$ cat config.mk
export PLATFORM = sky130hd
export DESIGN_NAME = paddle_input
export DESIGN_NICKNAME = d
export VERILOG_FILES = /design/src/rtl/pong_pkg.sv /design/src/rtl/paddle_axis.sv /design/src/rtl/paddle_input.sv
export SDC_FILE = /design/constraint.sdc
export NUM_CORES = 1
export LEC_CHECK = 0
export CAP_MARGIN = 15
export CORE_AREA = 2 2 110 112
export DETAILED_ROUTE_END_ITERATION = 10
export DIE_AREA = 0 0 112 114
export HOLD_SLACK_MARGIN = 0.1
export PLACE_DENSITY = 0.67
export SYNTH_ARGS = -nofsm -noshare
export SYNTH_HDL_FRONTEND = slang
export SYNTH_SLANG_ARGS = --single-unit
$ cat constraint.sdc
create_clock -name clk -period 5.21 [get_ports clk]
set_clock_uncertainty 0.05 [all_clocks]
set_input_delay 0.521 -clock clk [delete_from_list [all_inputs] [get_ports clk]]
set_output_delay 0.521 -clock clk [all_outputs]
set_load 0.02 [all_outputs]
$ cat src/rtl/pong_pkg.sv
// Shared constants, report layout and axis helper for the pong controller input path.
package pong_pkg;

  localparam int SCREEN_H       = 480;
  localparam int PADDLE_H       = 64;
  localparam int DEAD           = 16;
  localparam int SPEED_SHIFT    = 4;
  localparam int DPAD_SPEED     = 4;
  localparam int TIMEOUT_FRAMES = 60;

  localparam int POS_MAX   = SCREEN_H - PADDLE_H;
  localparam int POS_RESET = POS_MAX / 2;

  localparam int BYTE_ID   = 0;
  localparam int BYTE_BTN  = 1;
  localparam int BYTE_AXIS = 2;
  localparam int BYTE_SEQ  = 3;

  localparam int BTN_SERVE = 0;
  localparam int BTN_UP    = 2;
  localparam int BTN_DOWN  = 3;

  localparam logic [7:0] ID_LEFT  = 8'h00;
  localparam logic [7:0] ID_RIGHT = 8'h01;

  localparam logic signed [11:0] DEAD_S = 12'(DEAD);

  // Only the first four bytes of a report carry anything we act on.
  typedef struct packed {
    logic [7:0] seq;
    logic [7:0] axis;
    logic [7:0] buttons;
    logic [7:0] id;
  } report_t;

  // Centre the unsigned axis and apply the dead zone before scaling down.
  function automatic logic signed [11:0] analogVelocity(input logic [7:0] axis);
    logic signed [11:0] centred;
    centred = $signed({4'b0000, axis}) - 12'sd128;
    if (centred > -DEAD_S && centred < DEAD_S) begin
      return 12'sd0;
    end
    return centred >>> SPEED_SHIFT;
  endfunction

endpackage

$ cat src/rtl/paddle_axis.sv
// One player's paddle: velocity, clamped position, serve edge detect and connection state.
// Sequence timeout tracking is compiled in only when PADDLE_TIMEOUT_EN is defined.
module paddle_axis
  import pong_pkg::*;
#(
  parameter logic [7:0] PORT_ID = ID_LEFT
) (
  input  logic       clk,
  input  logic       resetn,
  input  logic       tick_i,
  input  logic [7:0] id_i,
  input  logic [7:0] buttons_i,
  input  logic [7:0] axis_i,
  input  logic [7:0] seq_i,
  output logic [9:0] pos_o,
  output logic       serve_o,
  output logic       conn_o
);

  localparam logic [9:0]        POS_MAX_V   = 10'(POS_MAX);
  localparam logic [9:0]        POS_RESET_V = 10'(POS_RESET);
  localparam logic signed [11:0] POS_MAX_S  = 12'(POS_MAX);
  localparam logic signed [11:0] DPAD_S     = 12'(DPAD_SPEED);

  logic [9:0]         posQ, posD;
  logic               serveQ, serveD;
  logic               connQ, connD;
  logic               prevServeQ, prevServeD;
  logic               valid, active, up, down;
  logic signed [11:0] vel, sum;

`ifdef PADDLE_TIMEOUT_EN
  localparam logic [6:0] TIMEOUT_V = 7'(TIMEOUT_FRAMES);
  logic [7:0] lastSeqQ, lastSeqD;
  logic [6:0] missQ, missD;
`else
  logic unusedSeq;
  assign unusedSeq = ^seq_i;
`endif

  // The connection decision is made first so a reconnecting report moves the paddle on the same tick.
  always_comb begin
    posD       = posQ;
    serveD     = 1'b0;
    connD      = connQ;
    prevServeD = prevServeQ;
    sum        = 12'sd0;
    valid      = (id_i == PORT_ID);
    up         = buttons_i[BTN_UP];
    down       = buttons_i[BTN_DOWN];
`ifdef PADDLE_TIMEOUT_EN
    lastSeqD   = lastSeqQ;
    missD      = missQ;
    if (tick_i) begin
      if (valid && seq_i != lastSeqQ) begin
        missD    = 7'd0;
        connD    = 1'b1;
        lastSeqD = seq_i;
      end else begin
        missD = (missQ >= TIMEOUT_V - 7'd1) ? TIMEOUT_V : missQ + 7'd1;
        if (missD == TIMEOUT_V) begin
          connD = 1'b0;
        end
      end
    end
`else
    connD      = 1'b1;
`endif
    active = tick_i && valid && connD;

    vel = analogVelocity(axis_i);
    if (up && !down) begin
      vel = -DPAD_S;
    end else if (down && !up) begin
      vel = DPAD_S;
    end else if (up && down) begin
      vel = 12'sd0;
    end

    // Signed 12-bit sum leaves headroom on both sides, so clamping never sees a wrap.
    if (active) begin
      sum = $signed({2'b00, posQ}) + vel;
      if (sum < 12'sd0) begin
        posD = 10'd0;
      end else if (sum > POS_MAX_S) begin
        posD = POS_MAX_V;
      end else begin
        posD = sum[9:0];
      end
      serveD = buttons_i[BTN_SERVE] && !prevServeQ;
    end

    if (tick_i && valid) begin
      prevServeD = buttons_i[BTN_SERVE];
    end
  end

  always_ff @(posedge clk) begin
    if (!resetn) begin
      posQ       <= POS_RESET_V;
      serveQ     <= 1'b0;
      connQ      <= 1'b0;
      prevServeQ <= 1'b0;
`ifdef PADDLE_TIMEOUT_EN
      lastSeqQ   <= 8'd0;
      missQ      <= TIMEOUT_V;
`endif
    end else begin
      posQ       <= posD;
      serveQ     <= serveD;
      connQ      <= connD;
      prevServeQ <= prevServeD;
`ifdef PADDLE_TIMEOUT_EN
      lastSeqQ   <= lastSeqD;
      missQ      <= missD;
`endif
    end
  end

  assign pos_o   = posQ;
  assign serve_o = serveQ;
  assign conn_o  = connQ;

endmodule

$ cat src/rtl/paddle_input.sv
// Turns the two gamepad report registers into paddle positions, serve pulses and connection flags.
// Define PADDLE_TIMEOUT_EN to enable per-player sequence timeout tracking.
module paddle_input
  import pong_pkg::*;
(
  input  logic         clk,
  input  logic         resetn,
  input  logic [127:0] ldata,
  input  logic [127:0] rdata,
  input  logic         frame_tick,
  output logic [9:0]   lpos,
  output logic [9:0]   rpos,
  output logic         lserve,
  output logic         rserve,
  output logic         lconn,
  output logic         rconn
);

  report_t leftReport, rightReport;
  logic    unusedReportBits;

  assign leftReport       = ldata[31:0];
  assign rightReport      = rdata[31:0];
  assign unusedReportBits = ^{ldata[127:32], rdata[127:32]};

  paddle_axis #(.PORT_ID(ID_LEFT)) leftAxis (
    .clk       (clk),
    .resetn    (resetn),
    .tick_i    (frame_tick),
    .id_i      (leftReport.id),
    .buttons_i (leftReport.buttons),
    .axis_i    (leftReport.axis),
    .seq_i     (leftReport.seq),
    .pos_o     (lpos),
    .serve_o   (lserve),
    .conn_o    (lconn)
  );

  paddle_axis #(.PORT_ID(ID_RIGHT)) rightAxis (
    .clk       (clk),
    .resetn    (resetn),
    .tick_i    (frame_tick),
    .id_i      (rightReport.id),
    .buttons_i (rightReport.buttons),
    .axis_i    (rightReport.axis),
    .seq_i     (rightReport.seq),
    .pos_o     (rpos),
    .serve_o   (rserve),
    .conn_o    (rconn)
  );

endmodule

======== Yosys cells after proc, flatten, opt, wreduce, memory -nomap -nowiden ========
Cells that the tools add are included.
word-level totals
  output and inout port bits .............. 24
  word-level logic and storage cells ...... 58
  latch bits .............................. 0
  memory bits (writable) .................. 0
  memory bits (read-only) ................. 0
  register bits after elaboration ......... 25
  memories kept ........................... 0
operators by class
  add/subtract/negate cells ............... 4
  equality and inequality tests ........... 1
  order comparisons ....................... 8
  multiply operators ...................... 0
  div/mod/pow operators ................... 0
  bitwise gates (word level) .............. 0
  muxes and demuxes ....................... 17
  reduce and logical (&&, ||, !) cells .... 21
  shift-type cells ........................ 0
operators by type and width
  operator              count
  $mux 12               10
  $mux 10               4
  $add 11x12->12        2
  $gt 12x10->1 const B  2
  $gt 12x5->1 const B   2
  $lt 12x1->1 const B   2
  $lt 12x6->1 const B   2
  $sub 8x8->9 const B   2
  $logic_and 1x1->1     12
  $eq 8x1->1 const B    1
  $logic_not 8->1       1
  $logic_not 1->1       6
  $reduce_and 2->1      2
  $mux 1                3

======== Depth between registers and ports, before layout ========
Gate-level depths: netlist of run 1.
  depth after elaboration ................. 12
  depth in mapped cells ................... 15
  mapped depth without buffers ............ 14

======== Modules after synthesis ========
A second synthesis of run 1 with hierarchy kept.
unflattened totals
  cells, all modules ...................... 289
  area, all modules ....................... 2456.1 sq um
by module, submodules not included
  module                    cells each  area an instance (sq um)  seq. area each (sq um)  instances
  paddle_axis at rightAxis  151         1300.0                    260.2                   1
  paddle_axis at leftAxis   138         1156.1                    260.2                   1

======== Worst setup path after synthesis of run 1 ========
Ideal clock, no wire load.
  path kind ............................... input-to-reg
  start point ............................. input port ldata[16]
  end point ............................... register leftAxis.posQ[7], in the netlist leftAxis.pos_o[7]
  path buffers ............................ 0
  data required time ...................... 5.038 ns
  path slack .............................. 1.584 ns
  library setup time ...................... 0.122 ns
  data arrival time ....................... 3.454 ns
  stages .................................. 10
  path through ............................ or4_4 a221oi_4 ha_1 a2111oi_1 o21a_1 o21ai_4 and2_1 o211ai_2 o21ai_2 a221o_1
on the way
  cells in the longest elaborated chain, start to end .. 12
  elaborated cells between the ends (all ways) .. 14
RTL lines
  item                                               line                RTL
  from (decl)                                        paddle_input.sv:8   input logic [127:0] ldata,
  $sub 8x8->9 (*)                                    pong_pkg.sv:39      centred = $signed({4'b0000, axis}) - 12'sd128;
  $gt 12x5->1 / $lt 12x6->1 (equally long branches)  pong_pkg.sv:40      if (centred > -DEAD_S && centred < DEAD_S) begin
  $logic_and 1x1->1                                  pong_pkg.sv:40
  $mux 1                                             pong_pkg.sv:40
  $mux 12 (*)                                        pong_pkg.sv:43      return centred >>> SPEED_SHIFT;
  $mux 12 (*)                                        paddle_axis.sv:76   end else if (up && down) begin
  $mux 12 (*)                                        paddle_axis.sv:74   end else if (down && !up) begin
  $mux 12 (*)                                        paddle_axis.sv:72   if (up && !down) begin
  $add 11x12->12 (*)                                 paddle_axis.sv:82   sum = $signed({2'b00, posQ}) + vel;
  $gt 12x10->1                                       paddle_axis.sv:85   end else if (sum > POS_MAX_S) begin
  $mux 10                                            paddle_axis.sv:85
  $mux 10 (*)                                        paddle_axis.sv:83   if (sum < 12'sd0) begin
  to (signal assigned)                               paddle_axis.sv:109  posQ <= posD;
  to (decl)                                          paddle_axis.sv:25   logic [9:0] posQ, posD;
Mark *: on every way between the ends. The rest lies on a longest branch, timed or not.
A chain may end at the register's enable or synchronous reset.

======== Worst setup path in the final report of run 1 ========
  start point ............................. input port rdata[16]
  end point ............................... register rightAxis.posQ[4], in the netlist rightAxis.pos_o[4]
on the way
  cells in the longest elaborated chain, start to end .. 12
  elaborated cells between the ends (all ways) .. 14
RTL lines
  item                                               line                RTL
  from (decl)                                        paddle_input.sv:9   input logic [127:0] rdata,
  $sub 8x8->9 (*)                                    pong_pkg.sv:39
  $gt 12x5->1 / $lt 12x6->1 (equally long branches)  pong_pkg.sv:40
  $logic_and 1x1->1                                  pong_pkg.sv:40
  $mux 1                                             pong_pkg.sv:40
  $mux 12 (*)                                        pong_pkg.sv:43
  $mux 12 (*)                                        paddle_axis.sv:76
  $mux 12 (*)                                        paddle_axis.sv:74
  $mux 12 (*)                                        paddle_axis.sv:72
  $add 11x12->12 (*)                                 paddle_axis.sv:82
  $gt 12x10->1                                       paddle_axis.sv:85
  $mux 10                                            paddle_axis.sv:85
  $mux 10 (*)                                        paddle_axis.sv:83
  to (signal assigned)                               paddle_axis.sv:109
  to (decl)                                          paddle_axis.sv:25
Marked as above.

==> results.py, run 1 <==
metrics = {
    "die": {
        "core_mm2": 0.0117,
        "fp.dieW_um": 112,
        "io_pins": 283,
        "dieArea_mm2": 0.0128,
        "die_h_um": 114,
        "initial_utilization": 0.205,
        "row_count": 40,
    },
    "job": {
        "cap_violations": 0,
    },
    "global_route": {
        "grt_pass1_wl_mm": 11.4,
        "grt_overflow_total": 0,
        "grt_pass1_vias": 2439,
        "antenna_found_initial": 0,
        "grt_max_degree": 18,
        "grt_usage": 0.107,
    },
    "synthesis": {
        "synth_top_flop_cell": "dfxtp_1",
        "postSynth.asyncResetShare": 0,
        "synth_fp_nets": 579,
        "ys_seq_area_frac": 0.208,
        "syn_area_mm2": 0.00240,
        "synth-edff-count": 0,
        "ys_ff_latch": 25,
        "synth_cell_types": 65,
        "syn-instance-count": 296,
        "avgSynthCellArea_um2": 8.11,
        "ys_warn_count": 0,
    },
    "routing": {
        "first_pass_iters": 4,
        "drt_wl_total_mm": 6.89,
        "vias": 2452,
        "ant_nets": 0,
        "route.met2.wl_mm": 3.15,
        "wire_per_inst_um": 13.7,
        "top_layer": "met4",
        "drc": 0,
        "drt_iter0_markers": 80,
        "wl_met1_mm": 3.27,
        "via_per_inst": 4.87,
        "wl_met3_um": 421,
    },
    "setup_path": {
        "crit_required_ps": 5370,
        "slowest_delay_ps": 540,
        "critPathLaunchType": "primary input",
        "worstPathArrival_ps": 4370,
        "end_kind": "flop",
        "cp_top_family": "compound AO/OA/AOI/OAI gates",
        "critical_path.cell_chain": "clkdlybuf4s50_1 -> or4_4 -> a41oi_2 -> o21bai_1 -> inv_1 -> ha_1 -> a21o_1 -> a31oi_1 -> a211oi_1 -> o41ai_1 -> a21oi_1 -> o21ai_1 -> a41o_1",
        "cp_max_fo": 8,
        "criticalPathCategory": "primary input to flop",
        "cp.depth": 13,
        "rr_worst_depth": 9,
        "crit_slowest_cell": "or4_4",
        "path_buf_inv": 2,
    },
    "sta": {
        "slew_viol_final": 0,
        "worst_slew_pin_slew_ps": 710,
        "clock.fmax_mhz": 237,
        "slew-limit-headroom": 0.524,
        "finalSetupTns_ps": 0,
        "rsz0062_at_grt": "false",
        "setup_viol": 0,
        "timing.hold.ws_ps": 364,
        "hold_viol_final": 0,
        "finalCritPeriodShare": 0.808,
        "min_period_ps": 4210,
    },
    "hold_path": {
        "hold_depth": 1,
        "min_path_type": "flop to flop",
    },
    "clock_network": {
        "clockRootBuffer": "clkbuf_16",
        "cts_resized": 0,
        "clock_latency_ps": 260,
        "clk_pin_slew_worst_paths_ps": 70,
        "postCtsSetupBuffers": 0,
        "cts_tree": "built",
        "cts_buffer_depth": 2,
        "cts_sinks": 25,
        "h-tree-depth": 1,
        "ctsHoldBuffers": 0,
        "numCtsBuffers": 3,
    },
    "final_layout": {
        "antennaDiodeCount": 0,
        "stdcell_count": 504,
        "drive_above_1_share": 0.0644,
        "nets": 641,
        "area_growth_pct": 36.4,
        "num-fill-cells": 1264,
    },
    "placed_design": {
        "dp.cells": 500,
        "finalWeightedCongestion": 0.822,
        "dp_hpwl_mm": 5.57,
        "port_buffers": 64,
    },
    "outcome": {
        "status": "finished, final reports clean",
    },
    "pwr": {
        "p_leak_nw": 1.32,
        "max-vdd-ir-drop_uv": 82.4,
        "p_per_area_mw_per_mm2": 164,
        "total_power_uw": 536,
    },
}
==> report_power, final <==
| part | switching (mW) | leakage [nW] | internal [mW] |
|---|---|---|---|
| clock network | 0.0754 | 0.0371 | 0.104 |
| registers | 0.000567 | 0.202 | 0.192 |
| logic | 0.0871 | 1.08 | 0.0769 |
| total | 0.163 | 1.32 | 0.373 |
==> worst reg2reg max path, delay by kind of cell, from the launching register on <==
family	cells	cell delay, ps
and+or+nand+nor	1	500
DFF	1	330
adders and majority gates	2	690
AOI/OAI and AO/OA	5	1040
muxes	1	220
==> logic make-up after synthesis <==
logic type / synth area share
simple gates: 0.263
xor+xnor: 0.0474
buf+inv: 0.0276
mux: 0.0240
fa+ha+maj: 0.131
flops: 0.208
compound gates: 0.299
==> cells in the final DEF, fill, tap and decap left out, drive strengths merged, types with 3 or more instances in the layout <==
cell type      netlist  routed
a21o                 7       7
clkdlybuf4s50        0      64
nand3                4       4
a31oi                3       3
a31o                 7       7
o21ai               25      25
o21a                 4       4
nor3                 6       6
and4                 3       3
nor2                22      22
nor3b                3       3
o21bai               4       4
nand2               30      30
mux2i                3       3
inv                  8       8
and3                10      10
ha                  22      22
clkbuf               4       3
and2                 5       5
a211oi               5       5
nor4                 3       3
a41o                 3       3
or3                  3       3
nand4                9       9
dfxtp               25      25
o211ai               4       4
or2                  3       3
a21oi               18      18
xor2                 7       7
xnor2                6       6
nor2b                7       7
==> area by class of cell <==
cell class                 count  area, um2  share of cell area
sequential                    25        500               0.153
inverter                       9       33.8              0.0103
multi-input combinational    255       1830               0.560
tap                          147        184              0.0561
clock buffer                   3       75.1              0.0229
timing repair buffer          64        641               0.196
clock inverter                 1       7.51             0.00229
==> path summary, 6_finish.rpt <==
check,start,end,slack [ps]
worst max-delay path,rdata[16],rightAxis.pos_o[4],1000
worst min-delay path,leftAxis.prevServeQ,leftAxis.serve_o,360
worst max register to register,leftAxis.pos_o[0],leftAxis.pos_o[7],2270
worst min register to register,leftAxis.prevServeQ,leftAxis.serve_o,360
==> routing by layer <==
layer	up-vias	track usage
met4	0	0.0195
li1	1260	-
met3	4	0.0244
met1	1116	0.134
met5	-	0
met2	72	0.190
==> cell usage after synthesis (all sizes together), types with 4 or more instances <==
cell type,number,area share
and2,5,0.013
a211oi,5,0.018
inv,8,0.013
and3,10,0.026
a31o,7,0.026
nor2,22,0.034
dfxtp,25,0.21
nor3,6,0.013
nand2,30,0.047
clkbuf,4,0.0063
o211ai,4,0.015
nand4,9,0.023
o21ai,25,0.058
o21a,4,0.013
xor2,7,0.026
nor2b,7,0.018
a21oi,18,0.038
o21bai,4,0.013
a21o,7,0.022
ha,22,0.11
nand3,4,0.0083
xnor2,6,0.022
==> per-stage QoR <==
step	cell area, um2	util	worst slack (ps)
4_1_cts	3280	0.280	1070
3_3_place_gp	3190	0.273	882
3_5_place_dp	3190	0.273	808
6_report	3280	0.280	998
2_1_floorplan	2400	-	1580
5_1_grt	3280	0.280	801
==> registers in the layout, summed over array words and instances (netlist names) <==
register / flops
leftAxis.pos_o: 10
rightAxis.pos_o: 10
leftAxis.conn_o: 1
leftAxis.prevServeQ: 1
leftAxis.serve_o: 1
rightAxis.prevServeQ: 1
rightAxis.serve_o: 1
Power figures use the tool's default switching activity.
==> run 2: changes to the inputs <==
- CORE_AREA: 2 2 110 112 -> 2 2 111 113
- DIE_AREA: 0 0 112 114 -> 0 0 113 115
- PLACE_DENSITY: 0.67 -> 0.69
- clock period: 5.21 -> 3.6 ns (I/O delays scaled with it)
==> run 2 against run 1 <==
Effect of this change:
- the run now ends with DRC left
- count of clock-buffer cells in the layout did not move
- die area rose by 1.8%
- sequential power grew 45%
- cell area up 18%
- cell count up 11%
- flip-flop and latch count unchanged
- critical path depth grew 2
- critical path type unchanged
- largest cell class unchanged
- largest power group is now combinational cells
==> results.py, run 2 (synthesis results as in run 1) <==
metrics = {
    "placed_design": {
        "dp_hpwl_mm": 5.98,
        "place_area_mm2": 0.00359,
        "pre_cts_slack_ps": -417,
        "finalWeightedCongestion": 0.890,
        "dp.cells": 553,
        "port_buffers": 64,
    },
    "sta": {
        "min_period_ps": 3470,
        "timing.hold.ws_ps": 369,
        "slew-limit-headroom": 0.720,
        "clock.fmax_mhz": 288,
        "setup_viol": 0,
        "hold_viol_final": 0,
        "finalCritPeriodShare": 0.964,
        "worst_slew_pin_slew_ps": 418,
        "layout_setup_ws_ps": 130,
        "finalSetupTns_ps": 0,
        "slew_viol_final": 0,
    },
    "final_layout": {
        "nets": 697,
        "stdcell_count": 560,
        "multi_input_area_mm2": 0.00199,
        "mostFrequentLayoutCells": "clkdlybuf4s50_1, buf_4, nand2_1, dfxtp_1, nor2_1",
        "mostFrequentLayoutCell": "clkdlybuf4s50_1",
        "regArea_um2": 500,
        "fin_util": 0.327,
        "area_growth_pct": 60.9,
        "final_area_mm2": 0.00386,
        "num-fill-cells": 1234,
        "antennaDiodeCount": 0,
        "drive_above_1_share": 0.242,
    },
    "clock_network": {
        "cts_sinks": 25,
        "ctsHoldBuffers": 0,
        "numCtsBuffers": 3,
        "cts_buffer_depth": 2,
        "clock_latency_ps": 260,
        "clk_pin_slew_worst_paths_ps": 70,
        "clockRootBuffer": "clkbuf_16",
        "h-tree-depth": 1,
        "cts_tree": "built",
    },
    "routing": {
        "drt_wl_total_mm": 7.56,
        "drc": 6,
        "ant_nets": 0,
        "drt_iter0_markers": 106,
        "first_pass_iters": 8,
        "wire_per_inst_um": 13.5,
        "vias": 2699,
        "via_per_inst": 4.82,
    },
    "setup_path": {
        "slowest_delay_ps": 550,
        "cp_max_fo": 4,
        "end_kind": "flop",
        "critPathLaunchType": "primary input",
        "worstPathArrival_ps": 3570,
        "critical_path.cell_chain": "dlygate4sd2_1 -> or4_4 -> nand2_2 -> nor2_2 -> nand2_1 -> a211o_1 -> a21boi_2 -> ha_4 -> a211oi_4 -> o21bai_1 -> a31o_1 -> or4b_4 -> mux2i_4 -> o21ai_2 -> a221o_1",
        "crit_slowest_cell": "or4_4",
        "crit_required_ps": 3700,
        "criticalPathCategory": "primary input to flop",
    },
    "pwr": {
        "swShare": 0.290,
        "total_power_uw": 838,
        "pwr-share-seq": 0.332,
        "p_sw_uw": 243,
        "internal_power_uw": 594,
        "pwr-share-comb": 0.373,
        "max-vdd-ir-drop_uv": 92.3,
        "p_leak_nw": 1.62,
        "p_clk_frac": 0.295,
        "p_per_area_mw_per_mm2": 217,
    },
    "global_route": {
        "grt_max_degree": 18,
        "grt_pass1_vias": 2745,
        "antenna_found_initial": 0,
        "grt_usage": 0.113,
        "grt_overflow_total": 0,
        "grt_pass1_wl_mm": 12.2,
    },
    "die": {
        "die_h_um": 115,
        "core_mm2": 0.0118,
        "dieArea_mm2": 0.0130,
        "row_count": 40,
        "io_pins": 283,
        "initial_utilization": 0.203,
        "fp.dieW_um": 113,
    },
    "hold_path": {
        "min_path_type": "flop to flop",
    },
    "outcome": {
        "violations": "DRC",
        "status": "finished with violations",
    },
    "job": {
        "cap_violations": 0,
    },
}
[run 2: routing by layer]
metal	global-route usage	up-vias	share of wire
li1	-	1361	-
met1	0.137	1268	0.44
met2	0.208	68	0.48
met3	0.0158	2	0.070
met4	0.0285	0	0.0061
met5	0	-	0
[run 2: final timing paths]
check | from | to | slack (ps) | cells past startpoint
worst min register to register | leftAxis.prevServeQ | leftAxis.serve_o | 370 | 1
worst max-delay path | ldata[19] | leftAxis.pos_o[7] | 130 | 15
worst min-delay path | leftAxis.prevServeQ | leftAxis.serve_o | 370 | 1
worst max register to register | leftAxis.pos_o[0] | leftAxis.pos_o[7] | 810 | 9
[run 2: power by group through the flow]
stage	registers, mW	logic [mW]	clock network (mW)
floorplan	0.285	0.150	0
global placement	0.285	0.272	0
detailed placement	0.285	0.279	0
CTS	0.278	0.302	0.257
global route	0.278	0.341	0.268
finish	0.278	0.312	0.247
[run 2: repair_timing]
item,in CTS,in global routing
pin swaps,15,17
endpoints found under the setup margin,8,18
resized for setup,23,16
buffers inserted,2,1
[run 2: worst max-delay path, delay by kind of cell]
| kind | cells | cell delay [ps] |
|---|---|---|
| AO/OA/AOI/OAI | 7 | 1300 |
| AND/OR/NAND/NOR | 5 | 1240 |
| buffers and inverters | 1 | 230 |
| adder cells (fa/ha/maj) | 1 | 230 |
| multiplexers | 1 | 220 |
[run 2: cell type report]
type | instances | area share
Clock buffer | 3 | 0.0194
Clock inverter | 1 | 0.00130
Inverter | 9 | 0.00874
Multi-Input combinational cell | 255 | 0.515
Sequential cell | 25 | 0.130
Tap cell | 147 | 0.0476
Timing Repair Buffer | 120 | 0.278
